<file path="src/rtl/testcore_sysid_pkg.sv">
// Shared types and default constants for the system-ID boot checker and arbiter.
package testcore_sysid_pkg;

   localparam int unsigned DATA_W = 32;
   localparam int unsigned CNT_W  = 8;

   typedef enum logic [2:0] {
      SETTLE = 3'd0,
      CHK_ID = 3'd1,
      CHK_TS = 3'd2,
      RUN    = 3'd3,
      FAULT  = 3'd4
   } state_e;

   localparam logic [DATA_W-1:0] DEFAULT_EXPECTED_ID        = 32'h2014_1113;
   localparam logic [DATA_W-1:0] DEFAULT_EXPECTED_TIMESTAMP = 32'h5464_D6F2;
   localparam logic [DATA_W-1:0] DEFAULT_ERROR_WORD         = 32'hDEAD_BEEF;

   // Word returned to a master: the slave word, or the error word once faulted.
   function automatic logic [DATA_W-1:0] resp_word(input logic             fault,
                                                   input logic [DATA_W-1:0] slave_word,
                                                   input logic [DATA_W-1:0] err_word);
      return fault ? err_word : slave_word;
   endfunction

endpackage

</file>
<file path="src/rtl/testcore_sysid_arbiter_if.sv">
// Avalon-MM read-only port: one master's view of the shared system-ID slave.
interface testcore_sysid_arbiter_if;
   import testcore_sysid_pkg::*;

   logic              address;
   logic              read;
   logic              waitrequest;
   logic [DATA_W-1:0] readdata;
   logic              readdatavalid;

   modport master (
      output address, read,
      input  waitrequest, readdata, readdatavalid
   );

   modport slave (
      input  address, read,
      output waitrequest, readdata, readdatavalid
   );

endinterface

</file>
<file path="src/rtl/testcore_rr_arb2.sv">
// Two-requester round-robin arbiter; on a tie the requester not granted last wins.
module testcore_rr_arb2 (
   input  logic       clock,
   input  logic       reset,
   input  logic       en,
   input  logic [1:0] req,
   output logic [1:0] grant_c
);

   logic last_grant_q;
   logic last_grant_d;

   always_comb begin
      grant_c      = 2'b00;
      last_grant_d = last_grant_q;
      if (en) begin
         case (req)
            2'b01:   grant_c = 2'b01;
            2'b10:   grant_c = 2'b10;
            2'b11:   grant_c = last_grant_q ? 2'b01 : 2'b10;
            default: grant_c = 2'b00;
         endcase
      end
      if (grant_c[1]) begin
         last_grant_d = 1'b1;
      end else if (grant_c[0]) begin
         last_grant_d = 1'b0;
      end
   end

   // Reset to 1 so master 0 wins the first tie.
   always_ff @(posedge clock or posedge reset) begin
      if (reset) begin
         last_grant_q <= 1'b1;
      end else begin
         last_grant_q <= last_grant_d;
      end
   end

endmodule

</file>
<file path="src/rtl/testcore_sysid_arbiter.sv">
// Boot-time system-ID check followed by round-robin sharing of the sysid slave
// between two Avalon-MM read masters with a one-cycle registered response.
module testcore_sysid_arbiter
   import testcore_sysid_pkg::*;
#(
   parameter logic [DATA_W-1:0] EXPECTED_ID        = DEFAULT_EXPECTED_ID,
   parameter logic [DATA_W-1:0] EXPECTED_TIMESTAMP = DEFAULT_EXPECTED_TIMESTAMP,
   parameter bit                CHECK_TIMESTAMP    = 1'b1,
   parameter int unsigned       SETTLE_CYCLES      = 4,
   parameter bit                STRICT             = 1'b0,
   parameter logic [DATA_W-1:0] ERROR_WORD         = DEFAULT_ERROR_WORD
) (
   input  logic                     clock,
   input  logic                     reset,
   testcore_sysid_arbiter_if.slave  m0,
   testcore_sysid_arbiter_if.slave  m1,
   output logic                     s_address,
   input  logic [DATA_W-1:0]        s_readdata,
   output logic                     check_done,
   output logic                     check_pass
);

   state_e            state_q, state_d;
   logic [CNT_W-1:0]  cnt_q, cnt_d;
   logic              id_ok_q, id_ok_d;
   logic              done_q, done_d;
   logic              pass_q, pass_d;
   logic              s_addr_q, s_addr_c;
   logic [DATA_W-1:0] rd0_q, rd0_d, rd1_q, rd1_d;
   logic              rv0_q, rv0_d, rv1_q, rv1_d;

   logic              arb_en_c;
   logic [1:0]        grant_c;
   logic              pass_c;
   logic [DATA_W-1:0] resp_c;

   assign arb_en_c = (state_q == RUN) || (state_q == FAULT);

   testcore_rr_arb2 u_arb (
      .clock   (clock),
      .reset   (reset),
      .en      (arb_en_c),
      .req     ({m1.read, m0.read}),
      .grant_c (grant_c)
   );

   // Boot sequence, check result and slave address selection.
   always_comb begin
      state_d  = state_q;
      cnt_d    = cnt_q;
      id_ok_d  = id_ok_q;
      done_d   = done_q;
      pass_d   = pass_q;
      s_addr_c = s_addr_q;
      pass_c   = 1'b0;
      case (state_q)
         SETTLE: begin
            cnt_d = cnt_q + CNT_W'(1);
            if (cnt_q == CNT_W'(SETTLE_CYCLES - 1)) begin
               state_d = CHK_ID;
            end
         end
         CHK_ID: begin
            s_addr_c = 1'b0;
            id_ok_d  = (s_readdata == EXPECTED_ID);
            state_d  = CHK_TS;
         end
         CHK_TS: begin
            s_addr_c = 1'b1;
            pass_c   = id_ok_q & (!CHECK_TIMESTAMP || (s_readdata == EXPECTED_TIMESTAMP));
            done_d   = 1'b1;
            pass_d   = pass_c;
            state_d  = (STRICT && !pass_c) ? FAULT : RUN;
         end
         RUN, FAULT: begin
            if (grant_c[0]) begin
               s_addr_c = m0.address;
            end else if (grant_c[1]) begin
               s_addr_c = m1.address;
            end
         end
         default: state_d = SETTLE;
      endcase
   end

   // Response capture: only the granted master's data register updates.
   always_comb begin
      resp_c = resp_word(state_q == FAULT, s_readdata, ERROR_WORD);
      rd0_d  = grant_c[0] ? resp_c : rd0_q;
      rd1_d  = grant_c[1] ? resp_c : rd1_q;
      rv0_d  = grant_c[0];
      rv1_d  = grant_c[1];
   end

   always_ff @(posedge clock or posedge reset) begin
      if (reset) begin
         state_q  <= SETTLE;
         cnt_q    <= '0;
         id_ok_q  <= 1'b0;
         done_q   <= 1'b0;
         pass_q   <= 1'b0;
         s_addr_q <= 1'b0;
         rd0_q    <= '0;
         rd1_q    <= '0;
         rv0_q    <= 1'b0;
         rv1_q    <= 1'b0;
      end else begin
         state_q  <= state_d;
         cnt_q    <= cnt_d;
         id_ok_q  <= id_ok_d;
         done_q   <= done_d;
         pass_q   <= pass_d;
         s_addr_q <= s_addr_c;
         rd0_q    <= rd0_d;
         rd1_q    <= rd1_d;
         rv0_q    <= rv0_d;
         rv1_q    <= rv1_d;
      end
   end

   assign s_address        = s_addr_c;
   assign check_done       = done_q;
   assign check_pass       = pass_q;
   assign m0.waitrequest   = ~grant_c[0];
   assign m1.waitrequest   = ~grant_c[1];
   assign m0.readdata      = rd0_q;
   assign m1.readdata      = rd1_q;
   assign m0.readdatavalid = rv0_q;
   assign m1.readdatavalid = rv1_q;

endmodule

</file>
<file path="src/flat_wrapper.sv">
// flat-port wrapper written by rule: the top's interface ports become plain ports
module testcore_sysid_arbiter_flat import testcore_sysid_pkg::*;
#(
   parameter logic [DATA_W-1:0] EXPECTED_ID        = DEFAULT_EXPECTED_ID,
   parameter logic [DATA_W-1:0] EXPECTED_TIMESTAMP = DEFAULT_EXPECTED_TIMESTAMP,
   parameter bit                CHECK_TIMESTAMP    = 1'b1,
   parameter int unsigned       SETTLE_CYCLES      = 4,
   parameter bit                STRICT             = 1'b0,
   parameter logic [DATA_W-1:0] ERROR_WORD         = DEFAULT_ERROR_WORD
)
  (clock, reset, s_address, s_readdata, check_done, check_pass, m0_address, m0_read, m0_waitrequest, m0_readdata, m0_readdatavalid, m1_address, m1_read, m1_waitrequest, m1_readdata, m1_readdatavalid);
  testcore_sysid_arbiter_if m0_i ();
  testcore_sysid_arbiter_if m1_i ();
  input  logic clock;
  input  logic reset;
  output logic s_address;
  input  logic [DATA_W-1:0] s_readdata;
  output logic check_done;
  output logic check_pass;
  input wire logic [$bits(m0_i.address)-1:0] m0_address;
  input wire logic [$bits(m0_i.read)-1:0] m0_read;
  output wire logic [$bits(m0_i.waitrequest)-1:0] m0_waitrequest;
  output wire logic [$bits(m0_i.readdata)-1:0] m0_readdata;
  output wire logic [$bits(m0_i.readdatavalid)-1:0] m0_readdatavalid;
  input wire logic [$bits(m1_i.address)-1:0] m1_address;
  input wire logic [$bits(m1_i.read)-1:0] m1_read;
  output wire logic [$bits(m1_i.waitrequest)-1:0] m1_waitrequest;
  output wire logic [$bits(m1_i.readdata)-1:0] m1_readdata;
  output wire logic [$bits(m1_i.readdatavalid)-1:0] m1_readdatavalid;
  assign m0_i.address = m0_address;
  assign m0_i.read = m0_read;
  assign m0_waitrequest = m0_i.waitrequest;
  assign m0_readdata = m0_i.readdata;
  assign m0_readdatavalid = m0_i.readdatavalid;
  assign m1_i.address = m1_address;
  assign m1_i.read = m1_read;
  assign m1_waitrequest = m1_i.waitrequest;
  assign m1_readdata = m1_i.readdata;
  assign m1_readdatavalid = m1_i.readdatavalid;
  testcore_sysid_arbiter #(.EXPECTED_ID(EXPECTED_ID), .EXPECTED_TIMESTAMP(EXPECTED_TIMESTAMP), .CHECK_TIMESTAMP(CHECK_TIMESTAMP), .SETTLE_CYCLES(SETTLE_CYCLES), .STRICT(STRICT), .ERROR_WORD(ERROR_WORD)) u_core (.clock(clock), .reset(reset), .m0(m0_i), .m1(m1_i), .s_address(s_address), .s_readdata(s_readdata), .check_done(check_done), .check_pass(check_pass));
endmodule
</file>
<file path="config.mk">
export PLATFORM = sky130hd
export DESIGN_NAME = testcore_sysid_arbiter_flat
export DESIGN_NICKNAME = d
export VERILOG_FILES = /design/src/rtl/testcore_sysid_pkg.sv /design/src/rtl/testcore_sysid_arbiter_if.sv /design/src/rtl/testcore_rr_arb2.sv /design/src/rtl/testcore_sysid_arbiter.sv /design/src/flat_wrapper.sv
export SDC_FILE = /design/constraint.sdc
export NUM_CORES = 1
export LEC_CHECK = 0
export CORE_ASPECT_RATIO = 1.5
export CORE_MARGIN = 2
export CORE_UTILIZATION = 49
export CTS_CLUSTER_DIAMETER = 80
export DETAILED_ROUTE_END_ITERATION = 8
export GPL_TIMING_DRIVEN = 0
export PLACE_DENSITY = 0.94
export SYNTH_ARGS = -nofsm -noshare
export SYNTH_HDL_FRONTEND = slang
export SYNTH_SLANG_ARGS = --single-unit
</file>
<file path="constraint.sdc">
create_clock -name clock -period 5.6 [get_ports clock]
set_input_delay 1.12 -clock clock [delete_from_list [all_inputs] [get_ports clock]]
set_output_delay 1.12 -clock clock [all_outputs]
set_load 0.01 [all_outputs]
</file>
==> flow_summary.json <==
{
  "power_density_nw_per_um2": 324,
  "synth.top_cell.area_share_pct": 60.7,
  "areaGrowthSynthToFinish_pct": 43.9,
  "cpMaxStageDelayCell": "clkdlybuf4s50_1",
  "crit_path_end_kind": "primary output",
  "hpwl_um": 5670,
  "critPathArrivalTime_ns": 3.04,
  "start_util_pct": 50.8,
  "power_frac_seq_pct": 45.1,
  "port_buffers": 108,
  "slowest_delay_ns": 0.48,
  "combPwrFrac_pct": 22.1,
  "die_h_um": 104,
  "die_w_um": 71.0,
  "p_int_uw": 1160,
  "wirelength_um": 7560,
  "drv_slew": 0,
  "synth_top_area_cell": "dfrtp_1",
  "synth_seq_cells": 81,
  "critPathLaunchType": "input pin",
  "yosysUniqueCellTypes": 31,
  "use_met2_pct": 37.1,
  "grt_pass1_wl_um": 12500,
  "syn_inst": 225,
  "gp_congestion": 0.790,
  "io_pins": 109,
  "insertion_delay_ns": 0.35,
  "synth.top_cells.by_count": "80 x dfrtp_1, 67 x mux2_2, 8 x inv_1, 8 x nand2_1",
  "wl_per_cell_um": 17.7,
  "critical_path_class": "in -> out",
  "power_uw": 1540,
  "drive_gt1_share_pct": 27.7,
  "post-route-util_pct": 73.2,
  "gr-max-usage-layer": "met2",
  "initialDrtViolationCount": 75,
  "diodes": 0,
  "cts_resized": 0,
  "htree_num_levels": 3,
  "max_freq_mhz": 240,
  "hp-class": "reg -> reg",
  "worstMarginPinSlew_ns": 0.463,
  "std_cell_rows": 36,
  "synth_warnings": 0,
  "cts_setup_buffers": 0,
  "finalCriticalPeriod_ns": 4.16,
  "holdCritStartpoint": "u_core.check_done",
  "cts.sinks": 81,
  "setup_slack_ns": 1.44,
  "avgSynthCellArea_um2": 14.7,
  "die_area_um2": 7420,
  "met1_usage_pct": 26.7,
  "core_area_um2": 6490,
  "ys_seq_area_share_pct": 61.5,
  "clkTransAtPathRegs_ns": 0.07,
  "via_count": 2272,
  "synthTopCellsByArea": "dfrtp_1 61%, mux2_2 23%, ha_1 2.3%",
  "finalCritPeriodShare_pct": 74.3,
  "cts_tree": "done",
  "vdd_ir_drop_max_mv": 0.277,
  "final.setup.tns_ns": 0,
  "synth_fp_nets": 269,
  "power_switching_uw": 374,
  "synth_ff_type": "dfrtp_1",
  "p_sw_share_pct": 24.3,
  "async_flop_share_pct": 100,
  "cp_max_fo": 5,
  "holdPathEnd": "u_core.check_done",
  "clkPwrFrac_pct": 32.8,
  "hold_violations": 0,
  "netlist_area_um2": 3300,
  "grt_overflow_total": 0,
  "fin_skew_ns": 0.00683,
  "viasPerCell": 5.33,
  "drc": 0,
  "multi_input_comb_area_um2": 1200,
  "setup_viol": 0,
  "maxCapViolations": 0,
  "synth.most_common_cell": "dfrtp_1",
  "met3_usage_pct": 4.55,
  "firstDrtPassIters": 4,
  "r2r_slack_ns": 3.61,
  "r2r_cells": 5,
  "rsz0062_at_grt": "no",
  "worst_path_most_repeated_cell": "clkdlybuf4s50_1",
  "crit_chain": "clkdlybuf4s50_1 > nand2b_1 > nand3_1 > inv_2 > a311o_1 > a41o_1 > clkdlybuf4s50_1",
  "hold_depth": 1,
  "leakagePower_uw": 0.00201,
  "grt_max_degree": 63,
  "ant_nets": 0,
  "cts_buffers": 9,
  "antenna_found_initial": 0,
  "postCtsHoldBufs": 0,
  "root_buffer": "clkbuf_8",
  "pre_cts_ws_ns": 1.42,
  "critPathRequiredTime_ns": 4.48,
  "r2r-end": "u_core.m1.readdata[14]",
  "grt_usage_pct": 22.0,
  "nets": 389,
  "cts_buffer_depth": 2,
  "r2r-start": "u_core.state_q[0]",
  "status": "complete, no violations",
  "grt_pass1_vias": 2471,
  "synth-edff-count": 0,
  "final-seq-area_um2": 2030,
  "maxSlewHeadroom_pct": 68.7,
  "n_fill_cell": 464
}
registers in the layout (all words and copies together), names as in the netlist:
signal,cells
u_core.m0.readdata,32
u_core.m1.readdata,32
u_core.cnt_q,8
u_core.state_q,2
u_core.check_done,1
u_core.check_pass,1
u_core.id_ok_q,1
u_core.m0.readdatavalid,1
u_core.m1.readdatavalid,1
u_core.s_addr_q,1
u_core.u_arb.last_grant_q,1
cells in the final DEF (no fill, tap or decap), drive strengths merged, types with 4 or more instances in the layout:
cell	Yosys	layout
nor4	4	4
inv	9	10
mux2	67	67
nand4	5	5
dfrtp	80	80
clkbuf	1	10
buf	6	7
nand3	4	4
xnor2	4	4
nor2	5	5
nand2	8	8
clkdlybuf4s50	0	108
ha	6	6
power groups by stage:
| stage | Sequential, uW | Clock [uW] | Combinational, uW |
|---|---|---|---|
| 2_1_floorplan | 735 | 0 | 101 |
| 3_3_place_gp | 700 | 0 | 333 |
| 3_5_place_dp | 705 | 0 | 345 |
| 4_1_cts | 694 | 514 | 346 |
| 5_1_grt | 703 | 543 | 362 |
| 6_report | 693 | 505 | 340 |
worst max-delay path by stage:
stage	to	depth (start not counted)	slack, ns	start
detailed placement	s_address	7	1.42	m1_read
CTS	s_address	7	1.42	m1_read
finish	s_address	7	1.44	m1_read
global route	s_address	7	1.33	m1_read
floorplan	u_core.check_done	1	2.40	reset
global placement	u_core.m1.readdatavalid	2	1.22	reset
critical path, delay by kind of cell:
family / cells / cell delay [ns]
buffers and inverters: 3 / 1.07
AO/OA/AOI/OAI: 2 / 0.56
AND/OR/NAND/NOR: 2 / 0.29
per-stage QoR:
step                area [um2]  instances  hold slack, ns
detailed placement        4500        410           0.456
floorplan                 3300        225           0.446
CTS                       4750        426           0.472
global route              4750        426           0.479
finish                    4750        426           0.471
global placement          4470        409           0.455
cell families (layout without fill, tap and decap cells):
family                     after synthesis  after routing  share of synthesized area, %
muxes                                   68             68                          23.2
DFF                                     81             81                          61.5
adders and majority gates                6              6                          2.28
buffers and inverters                   16            141                          2.05
xor gates and xnor gates                 7              7                          1.86
AOI/OAI and AO/OA                        7              7                          1.82
and+or+nand+nor                         40             40                          7.32
layer usage:
layer / share of wire, % / up-vias / routed length (um)
met2: 54 / 80 / 4060
met3: 5.0 / 18 / 376
met1: 39 / 1128 / 2930
li1: - / 1046 / -
met5: 0 / - / 0
met4: 2.5 / 0 / 191
area by class of cell:
cell class	count	area share, %
plain buffers	7	0.712
clock buffers	9	2.61
clock inverters	7	2.48
inverters	9	0.765
multi-input cells	128	25.3
flip-flops and latches	81	42.7
well taps	76	2.00
repair buffers	109	23.4
(Power assumes the default switching activity.)
